==> src/rtl/dmem_arbiter_if.sv <==
// Requester-side bundle for one data-memory port: request/handshake towards the
// arbiter and the registered read response back.
interface dmem_arbiter_if #(
    parameter int unsigned ADDR_WIDTH = 12,
    parameter int unsigned DATA_WIDTH = 32,
    parameter int unsigned BE_WIDTH   = 4
);
    logic                  req;
    logic                  we;
    logic [BE_WIDTH-1:0]   be;
    logic [ADDR_WIDTH-1:0] addr;
    logic [DATA_WIDTH-1:0] wdata;
    logic                  gnt;
    logic                  rvalid;
    logic [DATA_WIDTH-1:0] rdata;

    modport master (
        output req, we, be, addr, wdata,
        input  gnt, rvalid, rdata
    );

    modport slave (
        input  req, we, be, addr, wdata,
        output gnt, rvalid, rdata
    );
endinterface

==> src/rtl/dmem_arbiter.sv <==
// Shares one data BRAM port between the CPU (fixed priority) and a debug/loader
// port; a saturating wait counter forces a debug grant after MAX_WAIT denials.
module dmem_arbiter #(
    parameter int unsigned ADDR_WIDTH = 12,
    parameter int unsigned DATA_WIDTH = 32,
    parameter int unsigned BE_WIDTH   = 4,
    parameter int unsigned MAX_WAIT   = 4
) (
    input  logic                  sysclk_i,
    input  logic                  rst_ni,
    dmem_arbiter_if.slave         cpu_if,
    dmem_arbiter_if.slave         dbg_if,
    output logic [ADDR_WIDTH-1:0] mem_addr_o,
    output logic [DATA_WIDTH-1:0] mem_wdata_o,
    output logic [BE_WIDTH-1:0]   mem_be_o,
    input  logic [DATA_WIDTH-1:0] mem_rdata_i
);
    localparam int unsigned CntWidth = $clog2(MAX_WAIT + 1);
    localparam logic [CntWidth-1:0] CntMax = CntWidth'(MAX_WAIT);

    typedef enum logic [1:0] {OwnNone, OwnCpu, OwnDbg} owner_e;

    logic                  cpu_gnt;
    logic                  dbg_gnt;
    logic [CntWidth-1:0]   wait_cnt_q, wait_cnt_d;
    owner_e                rd_owner_q, rd_owner_d;
    logic [ADDR_WIDTH-1:0] mem_addr_q, mem_addr_d;
    logic [DATA_WIDTH-1:0] mem_wdata_q, mem_wdata_d;

    // Grants are held low during reset so nothing reaches the BRAM.
    always_comb begin
        cpu_gnt = 1'b0;
        dbg_gnt = 1'b0;
        if (rst_ni) begin
            if (cpu_if.req && dbg_if.req) begin
                if (wait_cnt_q == CntMax) dbg_gnt = 1'b1;
                else                      cpu_gnt = 1'b1;
            end else if (cpu_if.req) begin
                cpu_gnt = 1'b1;
            end else if (dbg_if.req) begin
                dbg_gnt = 1'b1;
            end
        end
    end

    always_comb begin
        wait_cnt_d = '0;
        if (dbg_if.req && !dbg_gnt) begin
            wait_cnt_d = (wait_cnt_q == CntMax) ? CntMax : wait_cnt_q + 1'b1;
        end
    end

    // Address/wdata hold their last value when idle; only byte enables gate writes.
    always_comb begin
        mem_addr_d  = mem_addr_q;
        mem_wdata_d = mem_wdata_q;
        mem_be_o    = '0;
        rd_owner_d  = OwnNone;
        if (cpu_gnt) begin
            mem_addr_d  = cpu_if.addr;
            mem_wdata_d = cpu_if.wdata;
            if (cpu_if.we) mem_be_o   = cpu_if.be;
            else           rd_owner_d = OwnCpu;
        end else if (dbg_gnt) begin
            mem_addr_d  = dbg_if.addr;
            mem_wdata_d = dbg_if.wdata;
            if (dbg_if.we) mem_be_o   = dbg_if.be;
            else           rd_owner_d = OwnDbg;
        end
    end

    always_ff @(posedge sysclk_i or negedge rst_ni) begin
        if (!rst_ni) begin
            wait_cnt_q  <= '0;
            rd_owner_q  <= OwnNone;
            mem_addr_q  <= '0;
            mem_wdata_q <= '0;
        end else begin
            wait_cnt_q  <= wait_cnt_d;
            rd_owner_q  <= rd_owner_d;
            mem_addr_q  <= mem_addr_d;
            mem_wdata_q <= mem_wdata_d;
        end
    end

    assign mem_addr_o  = mem_addr_d;
    assign mem_wdata_o = mem_wdata_d;

    assign cpu_if.gnt    = cpu_gnt;
    assign cpu_if.rvalid = (rd_owner_q == OwnCpu);
    assign cpu_if.rdata  = mem_rdata_i;
    assign dbg_if.gnt    = dbg_gnt;
    assign dbg_if.rvalid = (rd_owner_q == OwnDbg);
    assign dbg_if.rdata  = mem_rdata_i;
endmodule
==> src/flat_wrapper.sv <==
// flat-port wrapper written by rule: the top's interface ports become plain ports
module dmem_arbiter_flat 
#(
    parameter int unsigned ADDR_WIDTH = 12,
    parameter int unsigned DATA_WIDTH = 32,
    parameter int unsigned BE_WIDTH   = 4,
    parameter int unsigned MAX_WAIT   = 4
)
  (sysclk_i, rst_ni, mem_addr_o, mem_wdata_o, mem_be_o, mem_rdata_i, cpu_if_req, cpu_if_we, cpu_if_be, cpu_if_addr, cpu_if_wdata, cpu_if_gnt, cpu_if_rvalid, cpu_if_rdata, dbg_if_req, dbg_if_we, dbg_if_be, dbg_if_addr, dbg_if_wdata, dbg_if_gnt, dbg_if_rvalid, dbg_if_rdata);
  dmem_arbiter_if #(.ADDR_WIDTH(ADDR_WIDTH), .DATA_WIDTH(DATA_WIDTH), .BE_WIDTH(BE_WIDTH)) cpu_if_i ();
  dmem_arbiter_if #(.ADDR_WIDTH(ADDR_WIDTH), .DATA_WIDTH(DATA_WIDTH), .BE_WIDTH(BE_WIDTH)) dbg_if_i ();
  input  logic sysclk_i;
  input  logic rst_ni;
  output logic [ADDR_WIDTH-1:0] mem_addr_o;
  output logic [DATA_WIDTH-1:0] mem_wdata_o;
  output logic [BE_WIDTH-1:0] mem_be_o;
  input  logic [DATA_WIDTH-1:0] mem_rdata_i;
  input wire logic [$bits(cpu_if_i.req)-1:0] cpu_if_req;
  input wire logic [$bits(cpu_if_i.we)-1:0] cpu_if_we;
  input wire logic [$bits(cpu_if_i.be)-1:0] cpu_if_be;
  input wire logic [$bits(cpu_if_i.addr)-1:0] cpu_if_addr;
  input wire logic [$bits(cpu_if_i.wdata)-1:0] cpu_if_wdata;
  output wire logic [$bits(cpu_if_i.gnt)-1:0] cpu_if_gnt;
  output wire logic [$bits(cpu_if_i.rvalid)-1:0] cpu_if_rvalid;
  output wire logic [$bits(cpu_if_i.rdata)-1:0] cpu_if_rdata;
  input wire logic [$bits(dbg_if_i.req)-1:0] dbg_if_req;
  input wire logic [$bits(dbg_if_i.we)-1:0] dbg_if_we;
  input wire logic [$bits(dbg_if_i.be)-1:0] dbg_if_be;
  input wire logic [$bits(dbg_if_i.addr)-1:0] dbg_if_addr;
  input wire logic [$bits(dbg_if_i.wdata)-1:0] dbg_if_wdata;
  output wire logic [$bits(dbg_if_i.gnt)-1:0] dbg_if_gnt;
  output wire logic [$bits(dbg_if_i.rvalid)-1:0] dbg_if_rvalid;
  output wire logic [$bits(dbg_if_i.rdata)-1:0] dbg_if_rdata;
  assign cpu_if_i.req = cpu_if_req;
  assign cpu_if_i.we = cpu_if_we;
  assign cpu_if_i.be = cpu_if_be;
  assign cpu_if_i.addr = cpu_if_addr;
  assign cpu_if_i.wdata = cpu_if_wdata;
  assign cpu_if_gnt = cpu_if_i.gnt;
  assign cpu_if_rvalid = cpu_if_i.rvalid;
  assign cpu_if_rdata = cpu_if_i.rdata;
  assign dbg_if_i.req = dbg_if_req;
  assign dbg_if_i.we = dbg_if_we;
  assign dbg_if_i.be = dbg_if_be;
  assign dbg_if_i.addr = dbg_if_addr;
  assign dbg_if_i.wdata = dbg_if_wdata;
  assign dbg_if_gnt = dbg_if_i.gnt;
  assign dbg_if_rvalid = dbg_if_i.rvalid;
  assign dbg_if_rdata = dbg_if_i.rdata;
  dmem_arbiter #(.ADDR_WIDTH(ADDR_WIDTH), .DATA_WIDTH(DATA_WIDTH), .BE_WIDTH(BE_WIDTH), .MAX_WAIT(MAX_WAIT)) u_core (.sysclk_i(sysclk_i), .rst_ni(rst_ni), .cpu_if(cpu_if_i), .dbg_if(dbg_if_i), .mem_addr_o(mem_addr_o), .mem_wdata_o(mem_wdata_o), .mem_be_o(mem_be_o), .mem_rdata_i(mem_rdata_i));
endmodule
==> config.mk <==
export PLATFORM = sky130hd
export DESIGN_NAME = dmem_arbiter_flat
export DESIGN_NICKNAME = d
export VERILOG_FILES = /design/src/rtl/dmem_arbiter_if.sv /design/src/rtl/dmem_arbiter.sv /design/src/flat_wrapper.sv
export SDC_FILE = /design/constraint.sdc
export NUM_CORES = 1
export LEC_CHECK = 0
export CAP_MARGIN = 30
export CORE_AREA = 2 2 100 102
export DETAILED_ROUTE_END_ITERATION = 8
export DIE_AREA = 0 0 102 104
export PLACE_DENSITY_LB_ADDON = 0.25
export SYNTH_ARGS = -nofsm -noshare
export SYNTH_HDL_FRONTEND = slang
export SYNTH_SLANG_ARGS = --single-unit
==> constraint.sdc <==
create_clock -name sysclk_i -period 2.15 [get_ports sysclk_i]
set_clock_uncertainty 0.05 [all_clocks]
set_input_delay 0.43 -clock sysclk_i [delete_from_list [all_inputs] [get_ports sysclk_i]]
set_output_delay 0.43 -clock sysclk_i [all_outputs]
set_load 0.01 [all_outputs]
# Word level (Yosys, flattened, before mapping)
# Cells that the tools add are included.
dict set report classes {
  addsub 1
  n_eq_ne 3
  n_mux 23
  reduce_logical 3
}
# cell n
set ops {}
lappend ops {{32-bit 2-to-1 mux} 2}
lappend ops {{12-bit 2-to-1 mux} 2}
lappend ops {{4-bit 2-to-1 mux} 4}
lappend ops {{1-bit 2-to-1 mux} 10}
lappend ops {{2-bit 2-to-1 mux} 3}
lappend ops {{3-bit 2-to-1 mux} 2}
lappend ops {{3-bit by 1-bit adder with 3-bit output, second input constant} 1}
lappend ops {{3-bit == test, second input constant} 1}
lappend ops {{2-bit by 1-bit == test with 1-bit output, second input constant} 1}
lappend ops {{2-bit == test, second input constant} 1}
lappend ops {{1-bit logical AND} 2}
lappend ops {{1-bit logical NOT} 1}
dict set report totals {
  reg_bits 49
  in_bits 134
}

# Longest topological paths before layout
dict set report depth {
  ltp_word 7
  ltp_mapped 7
  depth_no_buf 6
}

# Least setup slack after synthesis
# Ideal clock, no wire load.
dict set report synth_timing {
  path_kind {reg-to-output}
  startpoint {register u_core.wait_cnt_q[0]}
  endpoint {output mem_wdata_o[13]}
  t_arrival_ns 1.505
  t_required_ns 1.670
  setup_slack_ns 0.165
  stages_incl_launch_ff 7
  path_buffers 1
  cell_sequence {dfrtp_1 -> inv_1 -> ha_1 -> a21boi_4 -> clkbuf_1 -> o21ai_0 -> a31oi_1}
}
dict set report synth_between {
  elab_chain_cells 6
  word_cells_on_any_way 9
}
# item line
set synth_lines {}
lappend synth_lines {{start, declared} dmem_arbiter.sv:25} ;# logic [CntWidth-1:0] wait_cnt_q, wait_cnt_d;
lappend synth_lines {{start signal, assigned} dmem_arbiter.sv:79} ;# wait_cnt_q <= wait_cnt_d;
lappend synth_lines {{3-bit == test (*)} dmem_arbiter.sv:36} ;# if (wait_cnt_q == CntMax) dbg_gnt = 1'b1;
lappend synth_lines {{1-bit 2-to-1 mux} dmem_arbiter.sv:36}
lappend synth_lines {{1-bit 2-to-1 mux} dmem_arbiter.sv:35} ;# if (cpu_if.req && dbg_if.req) begin
lappend synth_lines {{1-bit 2-to-1 mux} dmem_arbiter.sv:34} ;# if (rst_ni) begin
lappend synth_lines {{32-bit 2-to-1 mux} dmem_arbiter.sv:64} ;# end else if (dbg_gnt) begin
lappend synth_lines {{32-bit 2-to-1 mux (*)} dmem_arbiter.sv:59} ;# if (cpu_gnt) begin
lappend synth_lines {{end, declared} flat_wrapper.sv:15} ;# output logic [DATA_WIDTH-1:0] mem_wdata_o;
# Mark *: on every way between the ends. The rest lies on a longest branch, timed or not.

# Worst setup path in the final report
dict set report layout_timing {
  startpoint {register u_core.wait_cnt_q[0]}
  endpoint {output mem_addr_o[11]}
}
dict set report layout_between {
  elab_chain_cells 6
  word_cells_on_any_way 9
}
# item line
set layout_lines {}
lappend layout_lines {{3-bit == test (*)} dmem_arbiter.sv:36}
lappend layout_lines {{1-bit 2-to-1 mux} dmem_arbiter.sv:36}
lappend layout_lines {{1-bit 2-to-1 mux} dmem_arbiter.sv:35}
lappend layout_lines {{1-bit 2-to-1 mux} dmem_arbiter.sv:34}
lappend layout_lines {{12-bit 2-to-1 mux} dmem_arbiter.sv:64}
lappend layout_lines {{12-bit 2-to-1 mux (*)} dmem_arbiter.sv:59}
lappend layout_lines {{end, declared} flat_wrapper.sv:14} ;# output logic [ADDR_WIDTH-1:0] mem_addr_o;
# Marked as above.

==> impl_metrics.csv <==
group,metric,value,unit
timing,fin_ws,-0.2263,ns
power_and_ir_drop,p_per_area,537.5,nW/um^2
clock_tree,clkTransAtPathRegs,0.09,ns
die,die_h,104,um
synth,synth_nets,484,
setup_path,reg2reg_slack,-0.19,ns
global_routing,first_global_vias,3477,
power_and_ir_drop,power.leakage,2.353,nW
detailed_routing,drt-total-wl,13150,um
setup_path,reg2reg_to,"u_core.mem_addr_q[11]",
final_layout,antenna_cells,0,
outcome,status,"complete, but fails checks",
global_routing,grt_pass1_wl,18150,um
setup_path,slowest_stage,"dfrtp_1",
die,dieArea,10610,um^2
placed_design,dp_slack,-0.7217,ns
power_and_ir_drop,p_int,0.002284,W
detailed_routing,drtIter0Drc,123,
clock_tree,cts.hold.buffers_added,0,
outcome,violations,"setup timing",
setup_path,crit_fanout,5,
run,drv_cap,0,
power_and_ir_drop,p_clk_frac,0.195,
clock_tree,cts_buffer_depth,2,
detailed_routing,drc,0,
clock_tree,cts_max_level,2,
clock_tree,cts_tree,"yes",
global_routing,globalRouteTotalUtil,0.2193,
power_and_ir_drop,vdd_ir_drop_max,340.3,uV
synth,syn-cell-area,3045,um^2
power_and_ir_drop,p_sw_frac,0.3083,
setup_path,r2r.worst_path.cells,13,
die,start_util,0.3189,
placed_design,dpl.hpwl,6789,um
detailed_routing,first_pass_iters,4,
clock_tree,clockRootBuffer,"clkbuf_8",
synth,synth_seq_area_share,0.4026,
timing,setup_viol,50,
timing,grt_setup_unrepaired,"true",
die,coreArea,9549,um^2
global_routing,grt.overflow.total,0,
final_layout,drive_gt1_frac,0.5086,
clock_tree,cts_sinks,49,
setup_path,max_stage_delay,0.38,ns
detailed_routing,post_drt_wl_per_cell,20.11,um
timing,hold_violations,0,
setup_path,end_kind,"output port",
final_layout,final_cell_mix,"clkdlybuf4s50_1 (100), buf_4 (72), dfrtp_1 (49)",
power_and_ir_drop,seq_power_share,0.331,
timing,fmax,0.4208,GHz
min_path,min_path_type,"in -> async",
detailed_routing,vias,3415,
timing,period_share,1.105,
power_and_ir_drop,comb_power_share,0.474,
power_and_ir_drop,power_switching,0.001018,W
synth,synth_cells,348,
die,io_pins,250,
synth,ys_warn_count,0,
setup_path,worst_ep_arrival_time,1.90,ns
die,core.rowCount,36,
clock_tree,clk_latency,0.29,ns
detailed_routing,ant_nets,0,
global_routing,grt_max_degree,36,
setup_path,required,1.67,ns
setup_path,worstSetupStartpoint,"u_core.wait_cnt_q[0]",
clock_tree,cts-buffers-inserted,5,
final_layout,final_common_cell,"clkdlybuf4s50_1",
final_layout,syn_to_final_growth,101.7,%
die,die_x,102,um
synth,ys_types,27,
detailed_routing,routed_via_density,5.222,
global_routing,antenna_found_initial,0,
timing,maxSlewHeadroom,0.6852,
timing,fin_tns_setup,-8.873,ns
synth,ys_seq_elements,49,
setup_path,critPathLaunchType,"flip-flop",
setup_path,path_class,"reg -> out",
placed_design,place_congestion,0.7361,
timing,worstMarginPinSlew,0.4723,ns
final_layout,nNetsFinal,657,
setup_path,path_cells,"inv_2 -> ha_4 -> a21bo_4 -> buf_12 -> buf_4 -> a32oi_2 -> a2bb2oi_2 -> buf_2",
setup_path,r2r_start,"u_core.wait_cnt_q[0]",
synth,syn_avg_cell_area,8.751,um^2
timing,finalCriticalPeriod,2.376,ns
setup_path,timing.critical_path.to,"mem_addr_o[11]",
placed_design,io_buffers,153,
timing,drv_slew,0,
[worst min-delay path by stage]
stage / cells past startpoint / slack (ns) / endpoint
after floorplan: 0 / 0.08 / u_core.mem_addr_q[0]
after global placement: 2 / 0.42 / u_core.mem_wdata_q[25]
after detailed placement: 2 / 0.43 / u_core.mem_wdata_q[25]
after CTS: 2 / 0.11 / u_core.mem_wdata_q[22]
after global routing: 2 / 0.13 / u_core.mem_wdata_q[27]
final: 2 / 0.12 / u_core.mem_wdata_q[31]
[Yosys cell counts]
cell        n  share of area
a21boi_4    1         0.0062
nand2_2     1         0.0021
a21bo_1     1         0.0033
a31oi_1    42          0.086
and3_1      4         0.0082
a21oi_1     1         0.0016
nand3_1    43          0.071
inv_1       3         0.0037
nand3b_1    1         0.0025
a32oi_1     2         0.0058
nand2_1     3         0.0037
o21ai_1     7          0.012
dfrtp_1    49           0.40
and2_1      2         0.0041
inv_2       1         0.0012
buf_4      70           0.17
nor2b_1     2         0.0041
a2bb2oi_1   2         0.0058
clkbuf_1   11          0.014
buf_6       5          0.018
o2111a_1    1         0.0037
buf_2       9          0.015
o21ai_0    37          0.061
a32o_1      4          0.013
ha_1        2         0.0082
nor3_1     42          0.069
nor2_1      2         0.0025
[through the flow]
stage | hold slack [ns] | utilization | std cells | cell area, um^2 | power, W
floorplan | 0.08441 | - | 348 | 3045 | 0.001580
global placement | 0.4235 | 0.4760 | 587 | 4546 | 0.002125
detailed placement | 0.4260 | 0.4760 | 587 | 4546 | 0.002139
CTS | 0.1122 | 0.5670 | 637 | 5414 | 0.003045
global route | 0.1296 | 0.6433 | 654 | 6143 | 0.003464
finish | 0.1175 | 0.6433 | 654 | 6143 | 0.003302
[sequential cells by signal (all words and copies together), names as in the netlist]
signal / count
u_core.mem_addr_q: 12
u_core.mem_wdata_q: 32
u_core.rd_owner_q: 2
u_core.wait_cnt_q: 3
[timing repair]
item / in CTS / in global routing
resized for setup: 315 / 103
gates cloned: 8 / 4
pin swaps: 48 / 29
buffers inserted: 35 / 13
endpoints found under the setup margin: 50 / 51
[cells by family (layout without fill, tap and decap cells)]
kind of cell	Yosys count	count (layout)	share of synthesized area
adder cells (fa/ha/maj)	2	2	0.008216
buffers and inverters	99	272	0.2243
AND/OR/NAND/NOR	100	100	0.1668
flip-flops	49	49	0.4026
AO/OA/AOI/OAI	98	98	0.1980
[layout make-up]
type	instances	area, um^2
Clock buffer	5	68.82
Clock inverter	2	35.03
Fill cell	771	3406
Inverter	4	17.52
Multi-Input combinational cell	200	1986
Sequential cell	49	1226
Tap cell	133	166.4
Timing Repair Buffer	261	2644
[power groups by stage]
stage	combinational, W	clock [W]	sequential, W
3_3_place_gp	0.00103	0	0.00109
5_1_grt	0.00165	0.000707	0.00110
2_1_floorplan	0.000491	0	0.00109
4_1_cts	0.00129	0.000666	0.00108
3_5_place_dp	0.00104	0	0.00110
6_report	0.00156	0.000644	0.00109
[per-layer routing]
layer  GRT usage  share of wire
met1      0.2598           0.38
met2      0.3929           0.53
met3     0.03898          0.059
met4     0.07238          0.031
met5           0              0
[critical path, delay by kind of cell, from the launching register on]
kind / cells / cell delay, ns
flops: 1 / 0.38
buf+inv: 4 / 0.50
compound gates: 3 / 0.54
fa+ha+maj: 1 / 0.18
Power figures use the tool's default switching activity.
